**src/rtl/ysyx_25040129_trap_seq_pkg.sv**
```systemverilog
// Shared CSR addresses, mstatus field positions and sequencer state encoding
// for the trap/return sequencer.
package ysyx_25040129_trap_seq_pkg;
    localparam int CSR_DIG = 12;
    typedef logic [CSR_DIG-1:0] csr_addr_t;

    localparam csr_addr_t CSR_MSTATUS = 12'h300;
    localparam csr_addr_t CSR_MTVEC   = 12'h305;
    localparam csr_addr_t CSR_MEPC    = 12'h341;
    localparam csr_addr_t CSR_MCAUSE  = 12'h342;

    localparam int MSTATUS_MIE    = 3;
    localparam int MSTATUS_MPIE   = 7;
    localparam int MSTATUS_MPP_LO = 11;
    localparam int MSTATUS_MPP_HI = 12;

    typedef enum logic [2:0] {
        S_IDLE, S_T_EPC, S_T_CAUSE, S_T_STAT, S_T_VEC, S_R_STAT, S_R_EPC
    } state_e;
endpackage

```
**src/rtl/ysyx_25040129_trap_seq_if.sv**
```systemverilog
// Single read/write port of the machine-mode CSR file; the sequencer is the
// master, the CSR file the slave (read data is combinational).
interface ysyx_25040129_trap_seq_if #(parameter int XLEN = 32);
    import ysyx_25040129_trap_seq_pkg::*;

    logic            csr_write;
    csr_addr_t       csr_read_addr;
    csr_addr_t       csr_write_addr;
    logic [XLEN-1:0] csr_data;
    logic [XLEN-1:0] csr_rdata;

    modport master (output csr_write, csr_read_addr, csr_write_addr, csr_data,
                    input  csr_rdata);
    modport slave  (input  csr_write, csr_read_addr, csr_write_addr, csr_data,
                    output csr_rdata);
endinterface

```
**src/rtl/ysyx_25040129_mstatus_upd.sv**
```systemverilog
// Combinational mstatus rewrite for trap entry (stack MIE into MPIE) and
// MRET (pop MPIE into MIE). MPP is pinned to machine mode either way.
module ysyx_25040129_mstatus_upd
    import ysyx_25040129_trap_seq_pkg::*;
(
    input  logic [31:0] old_mstatus,
    input  logic        is_mret,
    output logic [31:0] new_mstatus
);
    always_comb begin
        new_mstatus = old_mstatus;
        new_mstatus[MSTATUS_MPP_HI:MSTATUS_MPP_LO] = 2'b11;
        if (is_mret) begin
            new_mstatus[MSTATUS_MIE]  = old_mstatus[MSTATUS_MPIE];
            new_mstatus[MSTATUS_MPIE] = 1'b1;
        end else begin
            new_mstatus[MSTATUS_MPIE] = old_mstatus[MSTATUS_MIE];
            new_mstatus[MSTATUS_MIE]  = 1'b0;
        end
    end
endmodule

```
**src/rtl/ysyx_25040129_trap_seq.sv**
```systemverilog
// Trap/MRET sequencer: owns the CSR file port, runs the MEPC/MCAUSE/MSTATUS
// read-modify-write sequence, then pulses a fetch redirect.
module ysyx_25040129_trap_seq
    import ysyx_25040129_trap_seq_pkg::*;
#(
    parameter bit VEC_EN = 1'b0,
    parameter int XLEN   = 32
) (
    input  logic            clk,
    input  logic            rst,
    input  logic            req_valid,
    input  logic            req_is_mret,
    input  logic [XLEN-1:0] req_pc,
    input  logic [XLEN-1:0] req_cause,
    output logic            req_ready,
    input  logic            inst_csr_write,
    input  csr_addr_t       inst_csr_raddr,
    input  csr_addr_t       inst_csr_waddr,
    input  logic [XLEN-1:0] inst_csr_wdata,
    output logic [XLEN-1:0] inst_csr_rdata,
    output logic            inst_stall,
    ysyx_25040129_trap_seq_if.master csr,
    output logic            redirect_valid,
    output logic [XLEN-1:0] redirect_pc
);
    state_e          state_q, state_d;
    logic [XLEN-1:0] pc_q, pc_d;
    logic [XLEN-1:0] cause_q, cause_d;
    logic [XLEN-1:0] mstatus_new;
    logic [XLEN-1:0] rdata_base;
    logic            upd_is_mret;

    assign upd_is_mret    = (state_q == S_R_STAT);
    assign rdata_base     = {csr.csr_rdata[XLEN-1:2], 2'b00};
    assign inst_csr_rdata = csr.csr_rdata;

    ysyx_25040129_mstatus_upd u_mstatus_upd (
        .old_mstatus (csr.csr_rdata),
        .is_mret     (upd_is_mret),
        .new_mstatus (mstatus_new)
    );

    always_comb begin
        state_d            = state_q;
        pc_d               = pc_q;
        cause_d            = cause_q;
        req_ready          = 1'b0;
        inst_stall         = 1'b1;
        redirect_valid     = 1'b0;
        redirect_pc        = '0;
        csr.csr_write      = 1'b0;
        csr.csr_read_addr  = '0;
        csr.csr_write_addr = '0;
        csr.csr_data       = '0;
        case (state_q)
            S_IDLE: begin
                req_ready          = 1'b1;
                inst_stall         = 1'b0;
                csr.csr_write      = inst_csr_write;
                csr.csr_read_addr  = inst_csr_raddr;
                csr.csr_write_addr = inst_csr_waddr;
                csr.csr_data       = inst_csr_wdata;
                if (req_valid) begin
                    pc_d    = {req_pc[XLEN-1:2], 2'b00};
                    cause_d = req_cause;
                    state_d = req_is_mret ? S_R_STAT : S_T_EPC;
                end
            end
            S_T_EPC: begin
                csr.csr_write      = 1'b1;
                csr.csr_read_addr  = CSR_MEPC;
                csr.csr_write_addr = CSR_MEPC;
                csr.csr_data       = pc_q;
                state_d            = S_T_CAUSE;
            end
            S_T_CAUSE: begin
                csr.csr_write      = 1'b1;
                csr.csr_read_addr  = CSR_MCAUSE;
                csr.csr_write_addr = CSR_MCAUSE;
                csr.csr_data       = cause_q;
                state_d            = S_T_STAT;
            end
            S_T_STAT, S_R_STAT: begin
                csr.csr_write      = 1'b1;
                csr.csr_read_addr  = CSR_MSTATUS;
                csr.csr_write_addr = CSR_MSTATUS;
                csr.csr_data       = mstatus_new;
                state_d            = (state_q == S_T_STAT) ? S_T_VEC : S_R_EPC;
            end
            S_T_VEC: begin
                csr.csr_read_addr = CSR_MTVEC;
                redirect_valid    = 1'b1;
                redirect_pc       = rdata_base;
                // Vectored entry only for interrupts (cause MSB set); sum wraps.
                if (VEC_EN && csr.csr_rdata[1:0] == 2'b01 && cause_q[XLEN-1])
                    redirect_pc = rdata_base + {cause_q[XLEN-3:0], 2'b00};
                state_d = S_IDLE;
            end
            S_R_EPC: begin
                csr.csr_read_addr = CSR_MEPC;
                redirect_valid    = 1'b1;
                redirect_pc       = rdata_base;
                state_d           = S_IDLE;
            end
            default: state_d = S_IDLE;
        endcase
    end

    always_ff @(posedge clk or negedge rst) begin
        if (!rst) begin
            state_q <= S_IDLE;
            pc_q    <= '0;
            cause_q <= '0;
        end else begin
            state_q <= state_d;
            pc_q    <= pc_d;
            cause_q <= cause_d;
        end
    end
endmodule
```
**src/flat_wrapper.sv**
```systemverilog
// flat-port wrapper written by rule: the top's interface ports become plain ports
module ysyx_25040129_trap_seq_flat import ysyx_25040129_trap_seq_pkg::*;
#(
    parameter bit VEC_EN = 1'b0,
    parameter int XLEN   = 32
)
  (clk, rst, req_valid, req_is_mret, req_pc, req_cause, req_ready, inst_csr_write, inst_csr_raddr, inst_csr_waddr, inst_csr_wdata, inst_csr_rdata, inst_stall, redirect_valid, redirect_pc, csr_csr_write, csr_csr_read_addr, csr_csr_write_addr, csr_csr_data, csr_csr_rdata);
  ysyx_25040129_trap_seq_if #(.XLEN(XLEN)) csr_i ();
  input  logic clk;
  input  logic rst;
  input  logic req_valid;
  input  logic req_is_mret;
  input  logic [XLEN-1:0] req_pc;
  input  logic [XLEN-1:0] req_cause;
  output logic req_ready;
  input  logic inst_csr_write;
  input  csr_addr_t inst_csr_raddr;
  input  csr_addr_t inst_csr_waddr;
  input  logic [XLEN-1:0] inst_csr_wdata;
  output logic [XLEN-1:0] inst_csr_rdata;
  output logic inst_stall;
  output logic redirect_valid;
  output logic [XLEN-1:0] redirect_pc;
  output wire logic [$bits(csr_i.csr_write)-1:0] csr_csr_write;
  output wire logic [$bits(csr_i.csr_read_addr)-1:0] csr_csr_read_addr;
  output wire logic [$bits(csr_i.csr_write_addr)-1:0] csr_csr_write_addr;
  output wire logic [$bits(csr_i.csr_data)-1:0] csr_csr_data;
  input wire logic [$bits(csr_i.csr_rdata)-1:0] csr_csr_rdata;
  assign csr_csr_write = csr_i.csr_write;
  assign csr_csr_read_addr = csr_i.csr_read_addr;
  assign csr_csr_write_addr = csr_i.csr_write_addr;
  assign csr_csr_data = csr_i.csr_data;
  assign csr_i.csr_rdata = csr_csr_rdata;
  ysyx_25040129_trap_seq #(.VEC_EN(VEC_EN), .XLEN(XLEN)) u_core (.clk(clk), .rst(rst), .req_valid(req_valid), .req_is_mret(req_is_mret), .req_pc(req_pc), .req_cause(req_cause), .req_ready(req_ready), .inst_csr_write(inst_csr_write), .inst_csr_raddr(inst_csr_raddr), .inst_csr_waddr(inst_csr_waddr), .inst_csr_wdata(inst_csr_wdata), .inst_csr_rdata(inst_csr_rdata), .inst_stall(inst_stall), .csr(csr_i), .redirect_valid(redirect_valid), .redirect_pc(redirect_pc));
endmodule
```
**config.mk**
```make
export PLATFORM = sky130hd
export DESIGN_NAME = ysyx_25040129_trap_seq_flat
export DESIGN_NICKNAME = d
export VERILOG_FILES = /design/src/rtl/ysyx_25040129_trap_seq_pkg.sv /design/src/rtl/ysyx_25040129_trap_seq_if.sv /design/src/rtl/ysyx_25040129_mstatus_upd.sv /design/src/rtl/ysyx_25040129_trap_seq.sv /design/src/flat_wrapper.sv
export SDC_FILE = /design/constraint.sdc
export NUM_CORES = 1
export LEC_CHECK = 0
export ABC_CLOCK_PERIOD_IN_PS = 1830
export BUFFER_PORTS_ARGS = -buffer_cell sky130_fd_sc_hd__buf_2
export CAP_MARGIN = 20
export CORE_AREA = 2 2 110 112
export CTS_BUF_LIST = sky130_fd_sc_hd__clkbuf_8
export DETAILED_ROUTE_END_ITERATION = 10
export DIE_AREA = 0 0 112 114
export PLACE_DENSITY = 0.75
export SKIP_CTS_REPAIR_TIMING = 1
export SYNTH_ARGS = -nofsm -noshare
export SYNTH_HDL_FRONTEND = slang
export SYNTH_SLANG_ARGS = --single-unit
```
**constraint.sdc**
```tcl
create_clock -name clk -period 1.83 [get_ports clk]
set_input_delay 0.0915 -clock clk [delete_from_list [all_inputs] [get_ports clk]]
set_output_delay 0.0915 -clock clk [all_outputs]
set_load 0.005 [all_outputs]
```
==> flow_summary.yaml <==
synthesis:
  syn-mean-instance-area_um2: 13.11
  synth_top_cells_by_area: "dfrtp_1 36%, mux2_4 20%, mux4_2 13%, buf_4 6.1%, and2_1 6.0%"
  synth_ff_type: "dfrtp_1"
  synthArstFlopShare: 1.000
  synth.lib_cells_used.distinct: 37
  post-synth-top-area-fraction: 0.3566
  yosys_warnings: 0
  ys_seq_elements: 65
  netlist.top_cell.by_area: "dfrtp_1"
  syn_inst: 348
  syn-cell-area_um2: 4562
  synth_seq_area_share: 0.3566
  synth_enable_flop_cells: 0
clock_network:
  clock_insertion_delay_worst_skew_ns: 0.33
  root_buffer: "clkbuf_8"
  clock_tree.htree_level_count: 3
  cts_made_buffers: 9
  tritoncts: "yes"
  tritoncts_num_sinks: 65
  cts.reportedPaths.clkPinSlew_ns: 0.07
  cts_max_path_buffers: 2
placed_design:
  pre_cts_ws_ns: 0.2114
  post_dp_cell_area_um2: 5783
  io_buffers: 276
  place.gp.congestion: 0.7979
  dp_hpwl_um: 9135
  place.detailed.instances: 721
drt:
  postRouteWirelength_um: 14000
  vias: 4121
  route.antenna.remaining_nets: 0
  drt_drc_violations_left: 0
  detailedRoute.firstPassIterationCount: 4
  dr_wl_cell_um: 17.24
  drt-initial-drc-count: 171
  routed_via_density: 5.075
floorplan:
  top_level_ports: 281
  core.rowCount: 40
  dieWidth_um: 112
  initial_utilization: 0.3895
  design.die.area_um2: 12770
  fp.coreArea_um2: 11710
  die_h_um: 114
timing:
  worst_hold_slack_ns: 0.009076
  final_max_slew_viol_count: 0
  final.period_utilization: 1.058
  relSlewSlack: 0.5403
  final-hold-violation-count: 0
  finClkSkew_ns: 0.007475
  final-setup-viol-count: 29
  max_freq_ghz: 0.5165
  grt_setup_unrepaired: "yes"
  setup_slack_ns: -0.1061
  final.min_clock_period_ns: 1.936
  worst-slew-pin-transition_ns: 0.6895
status:
  run_status: "complete, but fails checks"
  failed_checks: "negative setup slack"
power_and_ir_drop:
  powerDensity_nw_per_um2: 1503
  share_comb_of_total_power: 0.624
  switching_share: 0.3385
  power_frac_seq: 0.262
  p_leak_nw: 3.480
  clock_share_of_power: 0.115
  post-layout-total-power_mw: 10.21
  internal_power_mw: 6.754
  power.switching_mw: 3.456
  peakVddDrop_uv: 985.3
layout:
  syn2layout_area_growth_pct: 48.96
  post-route-cell-area_um2: 6795
  nets: 817
  ant_cells: 0
  layout-drive-gt1-share: 0.6271
  mostFrequentLayoutCell: "buf_2"
  final_cell_mix: "276 x buf_2, 62 x dlygate4sd3_1, 62 x dfrtp_1"
  final_cells: 812
critical_path:
  critical_path_buf_inv_count: 2
  cell_class_contributing_the_biggest_share_of_worst_path_delay: "multiplexers"
  worst_path_largest_cell_delay_ns: 0.51
  timing.critical_path.slowest_stage_cell: "mux4_2"
  worstSetupPathType: "register to output pin"
  crit_path_max_fanout: 23
  timing.critical_path.cells: "buf_12 > mux4_2 > a22o_1 > buf_2"
  worst_setup_path_end_kind: "output pin"
  worstPathRequired_ns: 1.74
  cp_data_arrival_time_ns: 1.84
  crit_path_start_kind: "register"
global_route:
  grt_pass1_vias: 3858
  gr-total-overflow: 0
  grt_max_degree: 52
  grt_first_pass_wirelength_um: 18940
  antenna_found_initial: 0
  track_usage: 0.1861
run:
  cap_viol_max_count: 0
worst_hold_path:
  timing.hold.worst.class: "primary input to register"
-- registers in the layout (all words and copies together) (netlist names) --
signal	flops
u_core.cause_q	32
u_core.pc_q	30
u_core.state_q	3
-- cell type report --
class                           instances  area (µm²)
Clock buffer                           13       178.9
Clock inverter                          3       15.01
Fill cell                             961        4916
Inverter                                2       7.507
Multi-Input combinational cell        217        2409
Sequential cell                        65        1630
Tap cell                              147       183.9
Timing Repair Buffer                  365        2371
-- power by group through the flow --
stage	Sequential [mW]	Clock, mW	Combinational, mW
floorplan	2.45	0	4.36
detailed placement	2.67	0	5.80
finish	2.67	1.17	6.37
global placement	2.62	0	5.68
CTS	2.66	1.21	5.83
global route	2.75	1.27	6.84
-- stage by stage --
| step | util | TNS, ns |
|---|---|---|
| floorplan | - | 0 |
| global placement | 0.4938 | 0 |
| detailed placement | 0.4938 | 0 |
| CTS | 0.5104 | -8.598 |
| global route | 0.5802 | -4.625 |
| finish | 0.5802 | -1.996 |
-- metal layers --
| layer | track usage | vias up | wire, µm |
|---|---|---|---|
| li1 | - | 1862 | - |
| met1 | 0.2157 | 2016 | 5454 |
| met2 | 0.3483 | 219 | 7402 |
| met3 | 0.03135 | 24 | 864 |
| met4 | 0.06423 | 0 | 276 |
| met5 | 0 | - | 0 |
-- path summary, 6_finish.rpt --
| check | from | endpoint | slack [ns] | cells past startpoint |
|---|---|---|---|---|
| max in group asynchronous | rst | u_core.cause_q[23] | 0.82 | 3 |
| min in group asynchronous | rst | u_core.cause_q[22] | 0.33 | 2 |
| hold reg to reg | u_core.cause_q[10] | u_core.cause_q[10] | 0.50 | 1 |
| setup / recovery | u_core.state_q[0] | csr_csr_data[23] | -0.11 | 4 |
| hold / removal | req_cause[26] | u_core.cause_q[26] | 0.009 | 2 |
| setup reg to reg | u_core.state_q[0] | u_core.cause_q[11] | 0.09 | 5 |
-- kinds of logic after synthesis --
| kind of cell | Yosys count | synth area share |
|---|---|---|
| DFF | 65 | 0.3566 |
| buffers and inverters | 67 | 0.1185 |
| other | 1 | 0.0008220 |
| AOI/OAI and AO/OA | 53 | 0.09216 |
| muxes | 92 | 0.3423 |
| and+or+nand+nor | 70 | 0.08969 |
-- cells in the mapped netlist, types with 2 or more instances --
cell and count:
dfrtp_1 65, mux2_4 60, and2_1 44, buf_4 37, mux4_2 27, a22o_1 26
clkbuf_1 12, nor2_1 12, buf_12 7, o21a_1 7, o21ai_0 7, nand2_1 5
buf_2 4, buf_6 4, mux2i_1 3, a32oi_1 2, mux2_2 2, nand2b_1 2
o221a_2 2, o22a_1 2, o22ai_1 2
No activity file was read; power rests on OpenSTA's default activity.
